==> config.mk <==
export PLATFORM = sky130hd
export DESIGN_NAME = mem_port_arbiter
export DESIGN_NICKNAME = d
export VERILOG_FILES = /design/src/rtl/mem_port_arbiter.sv
export SDC_FILE = /design/constraint.sdc
export NUM_CORES = 1
export LEC_CHECK = 0
export ABC_AREA = 0
export CORE_ASPECT_RATIO = 1.25
export CORE_MARGIN = 2
export CORE_UTILIZATION = 30
export CTS_CLUSTER_SIZE = 20
export DETAILED_ROUTE_END_ITERATION = 16
export DONT_BUFFER_PORTS = 1
export GPL_ROUTABILITY_DRIVEN = 0
export HOLD_SLACK_MARGIN = 0.06
export PLACE_DENSITY_LB_ADDON = 0.25
export SLEW_MARGIN = 20
export SYNTH_ARGS = -nofsm -noshare
export SYNTH_HDL_FRONTEND = slang
export SYNTH_SLANG_ARGS = --single-unit
==> constraint.sdc <==
create_clock -name clk_i -period 2.3 [get_ports clk_i]
set_clock_uncertainty 0.2 [all_clocks]
set_input_delay 0.46 -clock clk_i [delete_from_list [all_inputs] [get_ports clk_i]]
set_output_delay 0.46 -clock clk_i [all_outputs]
set_load 0.1 [all_outputs]
==> src/rtl/mem_port_arbiter.sv <==
// Round-robin arbiter sharing one memory request/response port among 2**CTRL
// requesters, with a single outstanding transaction and one-hot response routing.
module mem_port_arbiter #(
   parameter int CTRL       = 1,
   parameter int DATA_WIDTH = 32
) (
   input  logic                                clk_i,
   input  logic                                reset_i,
   input  logic [(1<<CTRL)-1:0]                req_i,
   input  logic [(1<<CTRL)*DATA_WIDTH-1:0]     req_data_i,
   output logic [(1<<CTRL)-1:0]                gnt_o,
   output logic                                mem_req_valid_o,
   output logic [DATA_WIDTH-1:0]               mem_req_data_o,
   input  logic                                mem_req_ready_i,
   input  logic                                mem_resp_valid_i,
   input  logic [DATA_WIDTH-1:0]               mem_resp_data_i,
   output logic [(1<<CTRL)-1:0]                resp_valid_o,
   output logic [(1<<CTRL)*DATA_WIDTH-1:0]     resp_data_o
);

   localparam int N = 1 << CTRL;

   typedef enum logic [1:0] {
      ST_IDLE  = 2'd0,
      ST_ISSUE = 2'd1,
      ST_WAIT  = 2'd2
   } state_e;

   state_e                state_q, state_d;
   logic [CTRL-1:0]       ptr_q, ptr_d;
   logic [CTRL-1:0]       owner_q, owner_d;
   logic [DATA_WIDTH-1:0] data_q, data_d;

   logic                  found;
   logic [CTRL-1:0]       pick;
   logic [CTRL-1:0]       idx;
   logic [N-1:0]          owner_onehot;
   logic                  resp_fire;

   // Scan ptr, ptr+1, ... ; the CTRL-bit index wraps modulo N on its own.
   always_comb begin
      // NOTE: every variable gets a default before any branch so no latch is inferred.
      found = 1'b0;
      pick  = ptr_q;
      idx   = ptr_q;
      for (int k = 0; k < N; k++) begin
         idx = ptr_q + CTRL'(k);
         if (!found && req_i[idx]) begin
            found = 1'b1;
            pick  = idx;
         end
      end
   end

   always_comb begin
      state_d = state_q;
      ptr_d   = ptr_q;
      owner_d = owner_q;
      data_d  = data_q;
      case (state_q)
         ST_IDLE: begin
            if (found) begin
               owner_d = pick;
               data_d  = req_data_i[pick*DATA_WIDTH +: DATA_WIDTH];
               state_d = ST_ISSUE;
            end
         end
         ST_ISSUE: begin
            if (mem_req_ready_i) begin
               state_d = ST_WAIT;
            end
         end
         ST_WAIT: begin
            if (mem_resp_valid_i) begin
               ptr_d   = owner_q + CTRL'(1);
               state_d = ST_IDLE;
            end
         end
         default: state_d = ST_IDLE;
      endcase
   end

   always_ff @(posedge clk_i) begin
      // NOTE: non-blocking assignments so every register samples pre-edge values.
      if (reset_i) begin
         state_q <= ST_IDLE;
         ptr_q   <= '0;
         owner_q <= '0;
         data_q  <= '0;
      end else begin
         state_q <= state_d;
         ptr_q   <= ptr_d;
         owner_q <= owner_d;
         data_q  <= data_d;
      end
   end

   assign owner_onehot    = N'(1) << owner_q;
   assign gnt_o           = (state_q != ST_IDLE) ? owner_onehot : '0;
   assign mem_req_valid_o = (state_q == ST_ISSUE);
   assign mem_req_data_o  = data_q;

   // The response path is combinational: the owner sees the pulse in the same cycle.
   assign resp_fire    = (state_q == ST_WAIT) && mem_resp_valid_i;
   assign resp_valid_o = resp_fire ? owner_onehot : '0;

   always_comb begin
      resp_data_o = '0;
      for (int i = 0; i < N; i++) begin
         if (resp_fire && (owner_q == CTRL'(i))) begin
            resp_data_o[i*DATA_WIDTH +: DATA_WIDTH] = mem_resp_data_i;
         end
      end
   end

endmodule

==> metrics.txt <==
Max Buffers Root-to-Sink=2; cell family with most CP delay=simple AND/OR/NAND/NOR gates; cell leakage power=1.426 nW; Layout Nets=458; register area share after synthesis=29.37%; CP max FO=24; synth top area cells=dfxtp_1 (29%), and2_1 (16%), a2111oi_1 (11%); CP Buf/Inv Count=2; Hold Slack=121.8 ps; CTS Buf Count=5; layout cells sized above 1=49.58%; CP Class=flop to output pin; slowest CP cell=dfxtp_1; IO Pins=203; element type at the critical path end=output pin; Distinct cells, synth=26; Overflow after GRT=0; Worst EP arrival=1560 ps; max cap viols=0; Routed WL per cell=21.56 µm; detailed placer's ending HPWL=6902 µm; max frequency=0.4508 GHz; YS warnings=0; PortBufs=0; period utilization=96.45%; CP cell instances=and4bb_2 -> buf_6 -> and2_1 -> buf_12; Gate Count Post-Synth=294; status=finished clean; Ant. Diodes=0; post-route cell area=3936 µm²; Overall Power=0.002288 W; CP required=1640 ps; Post-Synthesis Cell Area=2454 µm²; Slew Viols, Final=0; number of vias per cell=6.091; via count=2753; die height=105.1 µm; H-Tree Depth=2; most common cell after layout, fill and taps aside=buf_12; Clock transition at path regs=70 ps; initial antenna violation count=0; CP startpoint kind=flop; core area=7883 µm²; Slew @ Worst Pin=934.4 ps; # setup viols final=0; Max rail drop VDD=0.3383 mV; Fin. Hold Viols=0; most frequent cells in the layout=buf_12 (50), buf_4 (45), and2_2 (41); Final min period=2218 ps; #FFs+latches synth=36; type of the most critical hold path=input port to flop; cell area power density=581.3 nW/µm²; num rows=36; Clk Latency, worst-skew pair=290 ps; Initial Util=31.13%; area grow syn2layout=60.43%; global-route wire length before repair=14700 µm; CTS tree=yes; global-route usage over all layers=20.59%; net count after synthesis=396; Max transition margin=37.64%; fin util=49.94%; # clock sinks=36; vias in the first global route=2720; DRC=0; Post-Route WL=9744 µm; initial drt markers=129; chip width=84.89 µm; cell taking the most area after synthesis=dfxtp_1; Largest stage delay, worst path=370 ps; clock root buffer=clkbuf_8; placed cell area=3802 µm²; DR pass1 iterations=4; top cell type's share of synthesized area=29.37%; die footprint=8923 µm²; post-route ant nets=0; pin count of the biggest net entering global routing=65; Synth Area per Inst=8.346 µm²
-- synthesized netlist by cell type --
cell / count
and2_1: 64
a21oi_1: 36
dfxtp_1: 36
nor4_1: 32
a2111oi_0: 30
a2111oi_1: 28
clkbuf_1: 25
buf_2: 8
a2111oi_2: 6
buf_6: 5
nor2_1: 5
inv_1: 3
buf_1: 2
clkbuf_2: 2
a21o_1: 1
and4bb_1: 1
inv_2: 1
nand2_1: 1
nand2b_1: 1
nand3b_1: 1
nor2_2: 1
nor2b_1: 1
nor3b_1: 1
o211ai_1: 1
or2_1: 1
or2_2: 1
-- cells by family (layout without fill, tap and decap cells) --
logic type,after synthesis,count (layout),synth area share (%)
AND/OR/NAND/NOR,110,110,27.79
AO/OA/AOI/OAI,102,102,33.76
buffers and inverters,46,109,9.077
flip-flops,36,36,29.37
-- where the power goes --
| part | switching (W) | internal, W |
|---|---|---|
| registers | 0.0000292 | 0.000695 |
| logic | 0.000846 | 0.000237 |
| clock network | 0.000237 | 0.000244 |
-- cell type report --
| type | count | area (µm²) |
|---|---|---|
| Multi-Input combinational cell | 212 | 1622 |
| Clock buffer | 7 | 86.33 |
| Clock inverter | 1 | 7.507 |
| Fill cell | 720 | 3946 |
| Tap cell | 95 | 118.9 |
| Inverter | 4 | 15.01 |
| Sequential cell | 36 | 721.9 |
| Timing Repair Buffer | 97 | 1365 |
-- state kept, by name, indices dropped and copies added (netlist names) --
name            cells
state_q             2
mem_req_data_o     32
owner_q             1
ptr_q               1
-- worst register-to-register path, cell delays in order (launching register included) --
cell and delay, ps:
dfxtp_1 370, or2_2 340, buf_12 190, a2111oi_0 530, nor4_1 110
-- worst paths after layout --
path / startpoint / to / slack, ps / cells past startpoint
worst max-delay path: state_q[0] / resp_data_o[1] / 80 / 4
worst min-delay path: mem_req_ready_i / state_q[1] / 120 / 2
worst max register to register: state_q[0] / mem_req_data_o[4] / 440 / 4
worst min register to register: mem_req_data_o[29] / mem_req_data_o[29] / 320 / 2
-- what timing repair did --
item | in CTS | in global routing
setup buffers | 0 | 1
hold buffers | 1 | 0
setup endpoints to repair | 38 | 44
resized for setup | 2 | 2
gates cloned | 0 | 0
endpoints found under the hold margin | 36 | 0
-- metrics by stage --
stage / worst slack, ps / cells / TNS [ps]
finish: 81.72 / 452 / 0
global route: -8.917 / 452 / -8.917
CTS: 23.53 / 451 / 0
detailed placement: 274.8 / 442 / 0
global placement: 327.1 / 442 / 0
floorplan: -251.2 / 294 / -825.4
-- layer usage --
| metal | vias to the layer above | global-route usage [%] | routed length, µm |
|---|---|---|---|
| li1 | 1268 | - | - |
| met2 | 176 | 37.23 | 4898 |
| met4 | 0 | 4.875 | 113 |
| met3 | 10 | 6.161 | 1010 |
| met1 | 1299 | 23.44 | 3722 |
| met5 | - | 0 | 0 |
No activity file was read; power rests on OpenSTA's default activity.
